===== src/rtl/order_encoder2_2.sv =====
// Order-function encoder: one-hot op select to dual-rail digits f13..f15,
// presented in parallel and serially (f13 first), one digit per digit pulse.
module order_encoder2_2 (
    input  logic clk,
    input  logic rst,
    input  logic load,
    input  logic op_blank,
    input  logic op_d,
    input  logic op_f,
    input  logic op_h,
    input  logic op_m,
    input  logic op_n,
    input  logic op_phi,
    input  logic op_theta,
    input  logic digit_pulse,
    output logic busy,
    output logic done,
    output logic err,
    output logic f13_pos,
    output logic f13_neg,
    output logic f14_pos,
    output logic f14_neg,
    output logic f15_pos,
    output logic f15_neg,
    output logic ser_pos,
    output logic ser_neg
);

    typedef enum logic {IDLE, SHIFT} state_t;

    state_t      state;
    logic [1:0]  count;
    logic [2:0]  f_pos;
    logic [2:0]  f_neg;
    logic [7:0]  ops;
    logic [2:0]  enc;
    logic        one_hot;
    logic        cur_digit;

    assign ops = {op_theta, op_phi, op_n, op_m, op_h, op_f, op_d, op_blank};

    always_comb begin
        enc = 3'd0;
        for (int i = 0; i < 8; i++) begin
            if (ops[i]) enc = 3'(i);
        end
        one_hot = (ops != 8'd0) && ((ops & (ops - 8'd1)) == 8'd0);
    end

    // f_pos holds the latched code once captured; f_neg is its complement
    always_comb begin
        cur_digit = 1'b0;
        unique case (count)
            2'd0:    cur_digit = f_pos[0];
            2'd1:    cur_digit = f_pos[1];
            2'd2:    cur_digit = f_pos[2];
            default: cur_digit = 1'b0;
        endcase
    end

    always_ff @(posedge clk) begin
        if (rst) begin
            state   <= IDLE;
            count   <= 2'd0;
            f_pos   <= 3'd0;
            f_neg   <= 3'd0;
            busy    <= 1'b0;
            done    <= 1'b0;
            err     <= 1'b0;
            ser_pos <= 1'b0;
            ser_neg <= 1'b0;
        end else begin
            done    <= 1'b0;
            err     <= 1'b0;
            ser_pos <= 1'b0;
            ser_neg <= 1'b0;
            unique case (state)
                IDLE: begin
                    if (load) begin
                        if (one_hot) begin
                            f_pos <= enc;
                            f_neg <= ~enc;
                            count <= 2'd0;
                            state <= SHIFT;
                            busy  <= 1'b1;
                        end else begin
                            err <= 1'b1;
                        end
                    end
                end
                SHIFT: begin
                    if (digit_pulse) begin
                        ser_pos <= cur_digit;
                        ser_neg <= ~cur_digit;
                        if (count == 2'd2) begin
                            done  <= 1'b1;
                            busy  <= 1'b0;
                            state <= IDLE;
                        end else begin
                            count <= count + 2'd1;
                        end
                    end
                end
                default: state <= IDLE;
            endcase
        end
    end

    assign f13_pos = f_pos[0];
    assign f13_neg = f_neg[0];
    assign f14_pos = f_pos[1];
    assign f14_neg = f_neg[1];
    assign f15_pos = f_pos[2];
    assign f15_neg = f_neg[2];

endmodule


===== config.mk =====
export PLATFORM = sky130hd
export DESIGN_NAME = order_encoder2_2
export DESIGN_NICKNAME = d
export VERILOG_FILES = /design/src/rtl/order_encoder2_2.sv
export SDC_FILE = /design/constraint.sdc
export NUM_CORES = 1
export LEC_CHECK = 0
export ABC_CLOCK_PERIOD_IN_PS = 2800
export CAP_MARGIN = 20
export CORE_MARGIN = 5
export CORE_UTILIZATION = 44
export CTS_CLUSTER_SIZE = 40
export DETAILED_ROUTE_END_ITERATION = 10
export GPL_TIMING_DRIVEN = 0
export PLACE_DENSITY_LB_ADDON = 0.3
export SETUP_SLACK_MARGIN = 0.05
export SLEW_MARGIN = 25
export SYNTH_ARGS = -nofsm -noshare
export SYNTH_HDL_FRONTEND = slang
export SYNTH_SLANG_ARGS = --single-unit

===== constraint.sdc =====
create_clock -name clk -period 2.8 [get_ports clk]
set_input_delay 0.56 -clock clk [delete_from_list [all_inputs] [get_ports clk]]
set_output_delay 0.56 -clock clk [all_outputs]
set_load 0.005 [all_outputs]

Word-level counts from Yosys, hierarchy flattened:

Index checks and enable logic that the tools add are counted.

* mux-type cells: 25
* bitwise logic cells: 6
* eq/ne operators: 7
* reduce and logical (&&, ||, !) cells: 9
* add/sub/neg operators: 2

Operator list (count)
* 3-bit two-way mux: 6
* 1-bit two-way mux: 11
* 8-bit bitwise AND: 1
* 8-bit logical NOT: 1
* 2-bit two-way mux: 4
* 2-bit inequality test, second input constant: 4
* 4-bit AND reduction: 2
* 8-bit nonzero test: 1
* 8-bit by 1-bit subtractor with 8-bit output, second input constant: 1
* 3-bit OR reduction: 2
* 1-bit inverter: 4
* 1-bit case mux with 2 select lines: 2
* 2-bit case mux with 2 select lines: 1
* 3-bit inverter: 1
* 1-bit case mux with 3 select lines: 1
* 3-bit AND reduction: 1
* 2-bit by 1-bit adder with 2-bit output, second input constant: 1
* 2-bit by 1-bit == test with 1-bit output, second input constant: 1
* 2-bit == test, second input constant: 1
* 2-bit logical NOT: 1
* 2-bit by 1-bit inequality test with 1-bit output, second input constant: 1
* 1-bit logical AND: 1

* register bits: 14
* input bits: 12
* output and inout bits: 11

Depth between registers and ports, before layout:

* depth in word-level cells: 8
* mapped depth: 5

Worst setup path before layout:

OpenSTA, ideal clock, no wires.

* path type: input to register
* start: in op_theta
* end: reg f_neg[2]
* setup time: 0.121 ns
* cell stages on the path: 5
* data required time: 2.679 ns
* data arrival time: 2.059 ns
* setup slack: 0.620 ns
* cells stage by stage: or3_4 -> a2111oi_4 -> nor3_2 -> nor3_4 -> mux2_4

* longest elaborated chain between the ends: 5
* elaborated cells on any way between the ends: 8
* classes of those cells: add/sub (1); mux (1); bitwise (2); reduce/logical (4)

RTL lines
* start: declaration: line 14 `input logic op_theta,`
* 8-bit by 1-bit subtractor with 8-bit output: line 47 `one_hot = (ops != 8'd0) && ((ops & (ops - 8'd1)) == 8'd0);`
* 8-bit bitwise AND: line 47
* 8-bit logical NOT: line 47
* 1-bit logical AND: line 47
* 3-bit AND reduction (no line)
* end signal: assignment: line 82 `f_neg <= ~enc;`
* end: declaration: line 34 `logic [2:0] f_neg;`

Parallel ways exist; a longest one is shown, timed or not.
A chain may end at the register's enable or synchronous reset.

Worst setup path in the final report:

* start: in op_n
* end: reg f_neg[2]

* longest elaborated chain between the ends: 5
* elaborated cells on any way between the ends: 10
* classes of those cells: add/sub (1); mux (3); bitwise (2); reduce/logical (4)

RTL lines
* start: declaration: line 12 `input logic op_n,`
* 8-bit by 1-bit subtractor with 8-bit output: line 47
* 8-bit bitwise AND: line 47
* 8-bit logical NOT: line 47
* 1-bit logical AND: line 47
* 3-bit AND reduction (no line)

Parallel ways exist; a longest one is shown, timed or not.

==> run_results.csv <==
group,metric,value,unit
status,status,"complete, no violations",
cts,cts_buffer_depth,2,
min_path,min_to,"busy",
die,die_h,50.65,um
logic_synthesis,synth_top_cell_area_share,38.55,%
route,vias_per_cell,5.644,
timing,relSlewSlack,68.45,%
setup_path,cpMaxStageDelayCell,"clkdlybuf4s50_1",
timing,finalHoldViolCount,0,
place,gp_congestion,0.8627,
layout,final_cells,118,
min_path,whs_path_depth,1,
timing,grt_setup_unrepaired,"no",
die,core-area,1541,sq um
cts,root_buffer,"clkbuf_4",
timing,tightestPinTransition,471.8,ps
logic_synthesis,synth.area.top_cells,"dfxtp_1 (39%), ha_1 (6.9%), nor3_1 (4.1%), a2111oi_4 (3.8%), nand2_1 (3.1%)",
route,wirelength,1.561,mm
cts,path_clk_slew,80,ps
layout,drive_gt1_share,10.78,%
setup_path,worstPathArrival,2770,ps
layout,fin_area,1003,sq um
route,drc,0,
min_path,min-delay-path-class,"reg2reg",
cts,cts_sinks,14,
global_route,first_global_vias,635,
layout,layout_common_cells,"clkdlybuf4s50_1 (22), dfxtp_1 (14), nor3_1 (6), nand2_1 (6), nor2_1 (5)",
power_and_ir_drop,ir_worst_vdd,0.2732,mV
global_route,antenna_found_initial,0,
timing,timing.final.crit_share,92.69,%
setup_path,worstReg2RegStart,"state",
setup_path,r2r_slack,1190,ps
setup_path,cp-end-kind,"register",
cts,holdBufCountCts,0,
logic_synthesis,synth_ff_type,"dfxtp_1",
timing,fmax,0.3853,GHz
cts,cts_resized,0,
cts,cts_tree,"yes",
setup_path,r2r_end,"f_pos[1]",
route,avgRoutedWirePerCell,13.23,um
place,placed_cell_area,967.2,sq um
timing,skew,2.626,ps
cts,cts_buffers,3,
setup_path,cp_cell_sequence,"clkdlybuf4s50_1 > nor4_1 > nand2_1 > a221o_2 > nor3_4 > mux2_4",
power_and_ir_drop,leakage,0.3838,nW
timing,finalCriticalPeriod,2595,ps
cts,clock_latency,280,ps
logic_synthesis,yosysTopAreaCell,"dfxtp_1",
route,drtIter0Drc,14,
timing,slew_viol_final,0,
route,ant_nets,0,
setup_path,crit_type,"in2reg",
setup_path,start_kind,"input port",
layout,final-seq-area,280.3,sq um
global_route,grt_pass1_wl,2.725,mm
setup_path,path_max_fanout,10,
cts,cts.htree.levels,1,
route,met1_length,697,um
global_route,grt_start_max_net_pins,11,
logic_synthesis,async_reset_ff_share,0,%
route,vias,666,
die,start_util,47.16,%
global_route,track_usage,13.26,%
route,route.met3.wl,109,um
route,wl_met2,754,um
die,std_cell_rows,14,
logic_synthesis,ys_seq_elements,14,
setup_path,cp_top_family,"simple AND/OR/NAND/NOR gates",
logic_synthesis,synth_cell_types,32,
logic_synthesis,mappedNetlistNets,92,
cts,cts_setup_buffers,0,
setup_path,critPathBufInv,1,
layout,diodes,0,
place,placed_cells,114,
route,routed.top_layer,"met3",
layout,layout_commonest_cell,"clkdlybuf4s50_1",
die,io_pins,23,
logic_synthesis,synth-seq-area-share,38.55,%
setup_path,worst_path_largest_cell_delay,540,ps
setup_path,r2r_cells,4,
layout,multi_input_area,427.9,sq um
route,dr.pass1.iters,4,
logic_synthesis,syn_area_per_cell,9.565,sq um
layout,fillers,124,
logic_synthesis,netlist_instances,76,
timing,setup_violations,0,
place,dp_hpwl,1.208,mm
global_route,grt_overflow_total,0,
layout,syn2layout_area_growth,38.04,%
power_and_ir_drop,powerDensity,396.0,nW/um^2
run,cap_violations,0,
die,die_w,50.65,um
min_path,worstHoldStart,"busy",
place,port_buffers,22,
die,fp.dieArea,2565,sq um
setup_path,critPathRequiredTime,2980,ps
logic_synthesis,synth_edf_count,0,
logic_synthesis,synth_area,726.9,sq um
layout,final_nets,119,
logic_synthesis,yosys_warnings,0,
==> synth_stat cells, drive strengths merged, types with 2 or more instances <==
| master | n |
|---|---|
| dfxtp | 14 |
| nor3 | 8 |
| nand2 | 6 |
| nor2 | 5 |
| ha | 4 |
| inv | 4 |
| or3 | 4 |
| o21a | 3 |
| a21oi | 2 |
| mux2i | 2 |
| nand2b | 2 |
| nor4 | 2 |
| o211a | 2 |
| o22ai | 2 |
| or4 | 2 |
==> flip-flops by register name, summed over array words and instances, names as in the netlist <==
signal   flops
state        1
ser_pos      1
err          1
count        2
ser_neg      1
f_neg        3
busy         1
done         1
f_pos        3
==> area by class of cell <==
class,count,area share (%)
multi-input cells,57,42.64
flip-flops and latches,14,27.93
repair buffers,22,21.95
clock buffers,4,3.616
well taps,16,1.995
inverters,4,1.496
plain buffers,1,0.3741
==> worst max-delay path by stage <==
stage / start / end / slack (ps) / depth (start not counted)
2_1_floorplan: op_theta / f_neg[2] / 620 / 5
3_3_place_gp: op_theta / f_neg[2] / 4 / 6
3_5_place_dp: op_n / f_neg[2] / -60 / 6
4_1_cts: op_n / f_neg[2] / 230 / 6
5_1_grt: op_phi / f_neg[2] / 80 / 6
6_report: op_n / f_neg[2] / 200 / 6
==> report_power, final <==
| group | internal, mW | leakage [nW] | switching [mW] |
|---|---|---|---|
| registers | 0.201 | 0.113 | 0.00143 |
| logic | 0.0261 | 0.250 | 0.0248 |
| clock network | 0.0791 | 0.0210 | 0.0646 |
==> routing by layer <==
metal | global-route usage, % | up-vias
li1 | - | 341
met1 | 16.01 | 304
met2 | 22.73 | 21
met3 | 4.438 | 0
met4 | 2.553 | 0
met5 | 0 | -
==> cell families (layout without fill, tap and decap cells) <==
kind of cell	after synthesis	after routing	synth area share (%)
mux	3	3	4.819
flops	14	14	38.55
buf+inv	5	31	2.581
fa+ha+maj	4	4	6.885
simple gates	34	34	27.71
compound gates	16	16	19.45
==> through the flow <==
stage / worst slack [ps] / hold slack (ps) / setup TNS [ps] / power (mW) / utilization (%)
3_5_place_dp: -59.12 / 455.0 / -59.12 / 0.2584 / 62.74
3_3_place_gp: 3.682 / 449.0 / 0 / 0.2571 / 62.74
6_report: 204.7 / 468.8 / 0 / 0.3973 / 65.10
4_1_cts: 234.9 / 474.1 / 0 / 0.4011 / 65.10
2_1_floorplan: 619.5 / 462.7 / 0 / 0.2268 / -
5_1_grt: 81.01 / 485.7 / 0 / 0.4125 / 65.10
Note: power is estimated with default switching activity, not from simulation.
